<file path="src/rtl/bram_req_bridge.sv">
// Single-outstanding CPU request bridge onto a word BRAM with split read (ar/r) and write (aw/w/b) channels.
// Optional wait-state timeout is built only when BRAM_BRIDGE_TIMEOUT_EN is defined.
module bram_req_bridge #(
   parameter int          ADDR_WIDTH     = 15,
   parameter logic [31:0] BASE_ADDR      = 32'h0000_0000,
   parameter int          TIMEOUT_CYCLES = 64
) (
   input  logic                  clk,
   input  logic                  rst,
   input  logic                  req_valid,
   output logic                  req_ready,
   input  logic                  req_we,
   input  logic [31:0]           req_addr,
   input  logic [31:0]           req_wdata,
   input  logic [3:0]            req_wstrb,
   output logic                  rsp_valid,
   input  logic                  rsp_ready,
   output logic [31:0]           rsp_rdata,
   output logic                  rsp_err,
   output logic                  mem_arvalid,
   output logic [ADDR_WIDTH-1:0] mem_araddr,
   input  logic                  mem_arready,
   input  logic [31:0]           mem_rdata,
   input  logic                  mem_rvalid,
   output logic                  mem_rready,
   output logic                  mem_awvalid,
   output logic [ADDR_WIDTH-1:0] mem_awaddr,
   input  logic                  mem_awready,
   output logic [31:0]           mem_wdata,
   output logic [3:0]            mem_wstrb,
   output logic                  mem_wvalid,
   input  logic                  mem_wready,
   input  logic                  mem_bvalid,
   output logic                  mem_bready
);

   // state   | meaning
   // IDLE    | waiting for a CPU request
   // RD_ADDR | read address offered, read data also accepted
   // RD_DATA | address taken, waiting for read data
   // WR      | write address and data offered together
   // WR_RESP | both accepted, waiting for write response
   // RESP    | response held for the CPU
   typedef enum logic [2:0] {IDLE, RD_ADDR, RD_DATA, WR, WR_RESP, RESP} state_t;

   state_t                state;
   logic [ADDR_WIDTH-1:0] word_addr;
   logic                  b_seen;
   logic                  aw_acc;
   logic                  w_acc;
   logic                  unused_addr_bits;

`ifdef BRAM_BRIDGE_TIMEOUT_EN
   localparam int CW = $clog2(TIMEOUT_CYCLES + 1);
   logic [CW-1:0] tmo_cnt;
`endif

   assign req_ready        = (state == IDLE) && !rst;
   assign mem_araddr       = word_addr;
   assign mem_awaddr       = word_addr;
   assign unused_addr_bits = ^req_addr[1:0];

   // A channel whose valid has already dropped counts as accepted.
   assign aw_acc = !mem_awvalid || mem_awready;
   assign w_acc  = !mem_wvalid  || mem_wready;

   always_ff @(posedge clk) begin
      if (rst) begin
         state       <= IDLE;
         word_addr   <= '0;
         b_seen      <= 1'b0;
         rsp_valid   <= 1'b0;
         rsp_rdata   <= '0;
         rsp_err     <= 1'b0;
         mem_arvalid <= 1'b0;
         mem_rready  <= 1'b0;
         mem_awvalid <= 1'b0;
         mem_wvalid  <= 1'b0;
         mem_bready  <= 1'b0;
         mem_wdata   <= '0;
         mem_wstrb   <= '0;
`ifdef BRAM_BRIDGE_TIMEOUT_EN
         tmo_cnt     <= '0;
`endif
      end else begin
         case (state)
            IDLE: begin
`ifdef BRAM_BRIDGE_TIMEOUT_EN
               tmo_cnt <= '0;
`endif
               if (req_valid) begin
                  word_addr <= req_addr[ADDR_WIDTH+1:2];
                  mem_wdata <= req_wdata;
                  mem_wstrb <= req_wstrb;
                  b_seen    <= 1'b0;
                  if (req_addr[31:ADDR_WIDTH+2] != BASE_ADDR[31:ADDR_WIDTH+2]) begin
                     state     <= RESP;
                     rsp_valid <= 1'b1;
                     rsp_err   <= 1'b1;
                     rsp_rdata <= '0;
                  end else if (req_we) begin
                     state       <= WR;
                     mem_awvalid <= 1'b1;
                     mem_wvalid  <= 1'b1;
                     mem_bready  <= 1'b1;
                  end else begin
                     state       <= RD_ADDR;
                     mem_arvalid <= 1'b1;
                     mem_rready  <= 1'b1;
                  end
               end
            end
            RD_ADDR: begin
               if (mem_arready) begin
                  mem_arvalid <= 1'b0;
                  if (mem_rvalid) begin
                     state      <= RESP;
                     mem_rready <= 1'b0;
                     rsp_valid  <= 1'b1;
                     rsp_rdata  <= mem_rdata;
                     rsp_err    <= 1'b0;
                  end else begin
                     state <= RD_DATA;
                  end
               end
            end
            RD_DATA: begin
               if (mem_rvalid) begin
                  state      <= RESP;
                  mem_rready <= 1'b0;
                  rsp_valid  <= 1'b1;
                  rsp_rdata  <= mem_rdata;
                  rsp_err    <= 1'b0;
               end
            end
            WR: begin
               if (mem_awready) mem_awvalid <= 1'b0;
               if (mem_wready)  mem_wvalid  <= 1'b0;
               if (mem_bvalid)  b_seen      <= 1'b1;
               if (aw_acc && w_acc) begin
                  mem_awvalid <= 1'b0;
                  mem_wvalid  <= 1'b0;
                  if (b_seen || mem_bvalid) begin
                     state      <= RESP;
                     mem_bready <= 1'b0;
                     rsp_valid  <= 1'b1;
                     rsp_rdata  <= '0;
                     rsp_err    <= 1'b0;
                  end else begin
                     state <= WR_RESP;
                  end
               end
            end
            WR_RESP: begin
               if (mem_bvalid) begin
                  state      <= RESP;
                  mem_bready <= 1'b0;
                  rsp_valid  <= 1'b1;
                  rsp_rdata  <= '0;
                  rsp_err    <= 1'b0;
               end
            end
            RESP: begin
               if (rsp_ready) begin
                  state     <= IDLE;
                  rsp_valid <= 1'b0;
                  rsp_err   <= 1'b0;
                  rsp_rdata <= '0;
               end
            end
            default: state <= IDLE;
         endcase

`ifdef BRAM_BRIDGE_TIMEOUT_EN
         // Overrides any same-cycle progress so the abort is unconditional.
         if (state inside {RD_ADDR, RD_DATA, WR, WR_RESP}) begin
            if (tmo_cnt == CW'(TIMEOUT_CYCLES - 1)) begin
               state       <= RESP;
               mem_arvalid <= 1'b0;
               mem_rready  <= 1'b0;
               mem_awvalid <= 1'b0;
               mem_wvalid  <= 1'b0;
               mem_bready  <= 1'b0;
               rsp_valid   <= 1'b1;
               rsp_rdata   <= '0;
               rsp_err     <= 1'b1;
            end else begin
               tmo_cnt <= tmo_cnt + 1'b1;
            end
         end
`endif
      end
   end

endmodule

</file>
<file path="config.mk">
export PLATFORM = sky130hd
export DESIGN_NAME = bram_req_bridge
export DESIGN_NICKNAME = d
export VERILOG_FILES = /design/src/rtl/bram_req_bridge.sv
export SDC_FILE = /design/constraint.sdc
export NUM_CORES = 1
export LEC_CHECK = 0
export ABC_CLOCK_PERIOD_IN_PS = 3700
export CELL_PAD_IN_SITES_DETAIL_PLACEMENT = 0
export CELL_PAD_IN_SITES_GLOBAL_PLACEMENT = 1
export CORE_ASPECT_RATIO = 1.4
export CORE_MARGIN = 1.5
export CORE_UTILIZATION = 28
export DETAILED_ROUTE_END_ITERATION = 8
export PLACE_DENSITY = 0.84
export SYNTH_ARGS = -nofsm -noshare
export SYNTH_HDL_FRONTEND = slang
export SYNTH_SLANG_ARGS = --single-unit
export TNS_END_PERCENT = 1
</file>
<file path="constraint.sdc">
create_clock -name clk -period 3.7 [get_ports clk]
set_input_delay 0.74 -clock clk [delete_from_list [all_inputs] [get_ports clk]]
set_output_delay 0.74 -clock clk [all_outputs]
set_load 0.05 [all_outputs]
</file>
==> metrics.txt <==
status=finished, final reports clean; core box area=roughly 13000 um2; vias per std cell=roughly 4.6; Switching Share=39.5%; clk sinks=94; CTS Hold Bufs=0; die area=between 10000 and 15000 um2; Top Ports=216; Power Density=578 nW/um2; Clock Root Buffer=clkbuf_16; Mapped Area=3770 um2; Fin. Hold Viols=0; Max Slew Vio Count=0; Setup crit start kind=flop; Via Count=3869; fin crit period=around 3100 ps; Pleak=2.11 nW; initial antenna violation count=0; Synth Flop Type=dfxtp_1; Hold WC Path Type=flop to flop; Non-Filler Instances=between 800 and 900; Post CTS Setup Buffer Count=0; CTS resizes=0; syn_area_per_cell=just under 8 um2; worst setup path class=flop to output port; largest net degree at the start of global routing=96; clock buffer depth=2; DIE WIDTH=101 um; Routability Congestion=roughly 0.79; Layout area overhead=64.4%; Max-Cap Viols=0; Buffers on Ports=213; # rows=50; # fillers=1309; Reg area=1880 um2; total global-route track usage=~16%; CTS H-tree depth=3; diode count=0; top cell type's share of synthesized area=between 40% and 50%; multi-input combinational cell area=~1600 um2; Routed Antenna Nets=0; Worst-path clk slew=about 70 ps; Reg power frac=34.6%; Worst Path Required=2960 ps; EDFF count, synth=0; RSZ-0062 raised after global routing=false; Psw=between 0.001 and 0.0015 W; count of final setup violators=0; Post-Route WL=11600 um; synth cell count leaders=nand2_1, dfxtp_1, a21oi_1; power share of the combinational group=40.3%; hpwl dp=8220 um; Worst VDD drop=0.273 mV; Placed Cells=828; internal power=0.00217 W; initial cell density of the core=between 20% and 30%; sequential area share after synthesis=50.0%; area leader, netlist=dfxtp_1; CTS buffer count=9; vias in the first global route=~3700; distinct cell type count after synthesis=40; fraction of layout cells with a size suffix above 1=between 4 and 5%; CTS tree=yes; first-pass GRT wire length=approximately 18000 um; Tightest Pin Transition=1020 ps; worst endpoint data arrival time=around 2400 ps; CP endpoint kind=output port; #FFs+latches synth=94; initial DRC count=around 180; Critical Path Fanout Max=18; relative slew slack=32.2%; Setup Total Neg Slack=0 ps; clock network fraction of total power=25.1%; yosys warns=0; ys async rst share=0%; Peak Freq=323 MHz; nets=767; GRT overflow=0; Mapped Cells=478; Worst Clk Skew=5.39 ps; Initial DRT Pass Iterations=4; Post-route DRC=0; WL/cell=between 10 and 15 um; count leader, synth=nand2_1; worst skew pair latency=around 330 ps; Tcrit/Tclk final=83.7%; syn_nets=588; Die Ht=140 um; largest cells by area after synthesis=dfxtp_1, nand2_1, a21oi_1
layer usage:
layer	track usage [%]	wire [um]
met3	5.09	896
met5	0	0
met4	5.85	212
met2	28.4	5960
met1	17.9	4570
logic make-up after synthesis:
| group | synth area share [%] |
|---|---|
| muxes | 1.13 |
| and+or+nand+nor | 19.5 |
| AOI/OAI and AO/OA | 21.0 |
| DFF | 50.0 |
| buffers and inverters | 8.41 |
stage by stage:
stage | hold slack (ps) | worst slack, ps | total power [W] | utilization [%] | instance area (um2)
after floorplan | 479 | 1230 | 0.00224 | - | 3770
after global placement | 441 | 826 | 0.00269 | 44.5 | 5900
after detailed placement | 447 | 790 | 0.00272 | 44.5 | 5900
after CTS | 456 | 582 | 0.00365 | 46.7 | 6190
after global routing | 474 | 410 | 0.00378 | 46.7 | 6190
final | 453 | 602 | 0.00358 | 46.7 | 6190
power groups by stage:
| stage | Sequential (W) | Clock [W] | Combinational [W] |
|---|---|---|---|
| after floorplan | 0.00162 | 0 | 0.000620 |
| after global placement | 0.00125 | 0 | 0.00144 |
| after detailed placement | 0.00126 | 0 | 0.00146 |
| after CTS | 0.00124 | 0.000944 | 0.00146 |
| after global routing | 0.00126 | 0.000988 | 0.00154 |
| final | 0.00124 | 0.000901 | 0.00144 |
cell type report:
type / instances / area share [%]
multi-input cells: 326 / 25.5
repair buffers: 219 / 35.3
clock buffers: 11 / 3.76
flip-flops and latches: 94 / 30.4
well taps: 182 / 3.68
clock inverters: 5 / 0.970
inverters: 7 / 0.424
worst max-delay path, cell delays in order, from the launching register on:
cell             delay (ps)
dfxtp_1                 500
nor3_2                  440
inv_1                   160
nor2_1                  120
clkdlybuf4s50_1         800
path summary, 6_finish.rpt:
check | from | end | slack, ps | depth (start not counted)
max | state[0] | req_ready | 600 | 4
min | mem_wdata[18] | mem_wdata[18] | 450 | 2
max reg2reg | state[0] | rsp_err | 1320 | 5
min reg2reg | mem_wdata[18] | mem_wdata[18] | 450 | 2
cell usage in the layout (no fill, tap or decap), types with 2 or more instances in the layout:
| cell | netlist | routed |
|---|---|---|
| clkbuf_1 | 21 | 2 |
| nor2b_1 | 2 | 2 |
| o21ai_1 | 29 | 29 |
| o21a_1 | 2 | 2 |
| buf_4 | 15 | 5 |
| nand2b_1 | 4 | 4 |
| inv_1 | 7 | 7 |
| nor4_1 | 3 | 3 |
| dfxtp_1 | 94 | 94 |
| o21ai_0 | 7 | 7 |
| nand2_1 | 143 | 142 |
| mux2i_1 | 2 | 2 |
| nor3_1 | 6 | 6 |
| or4_1 | 2 | 2 |
| or3_1 | 2 | 2 |
| a31oi_1 | 2 | 2 |
| a21oi_1 | 90 | 90 |
| clkinvlp_4 | 0 | 4 |
| clkdlybuf4s50_1 | 0 | 212 |
| clkbuf_16 | 0 | 9 |
| nor2_1 | 11 | 11 |
| a221oi_1 | 3 | 3 |
sequential cells by signal, summed over array words and instances (netlist names):
signal       count
rsp_err          1
mem_araddr      15
mem_awvalid      1
mem_wvalid       1
mem_rready       1
mem_wstrb        4
rsp_rdata       32
mem_arvalid      1
state            3
mem_bready       1
rsp_valid        1
mem_wdata       32
b_seen           1
(Power assumes the default switching activity.)
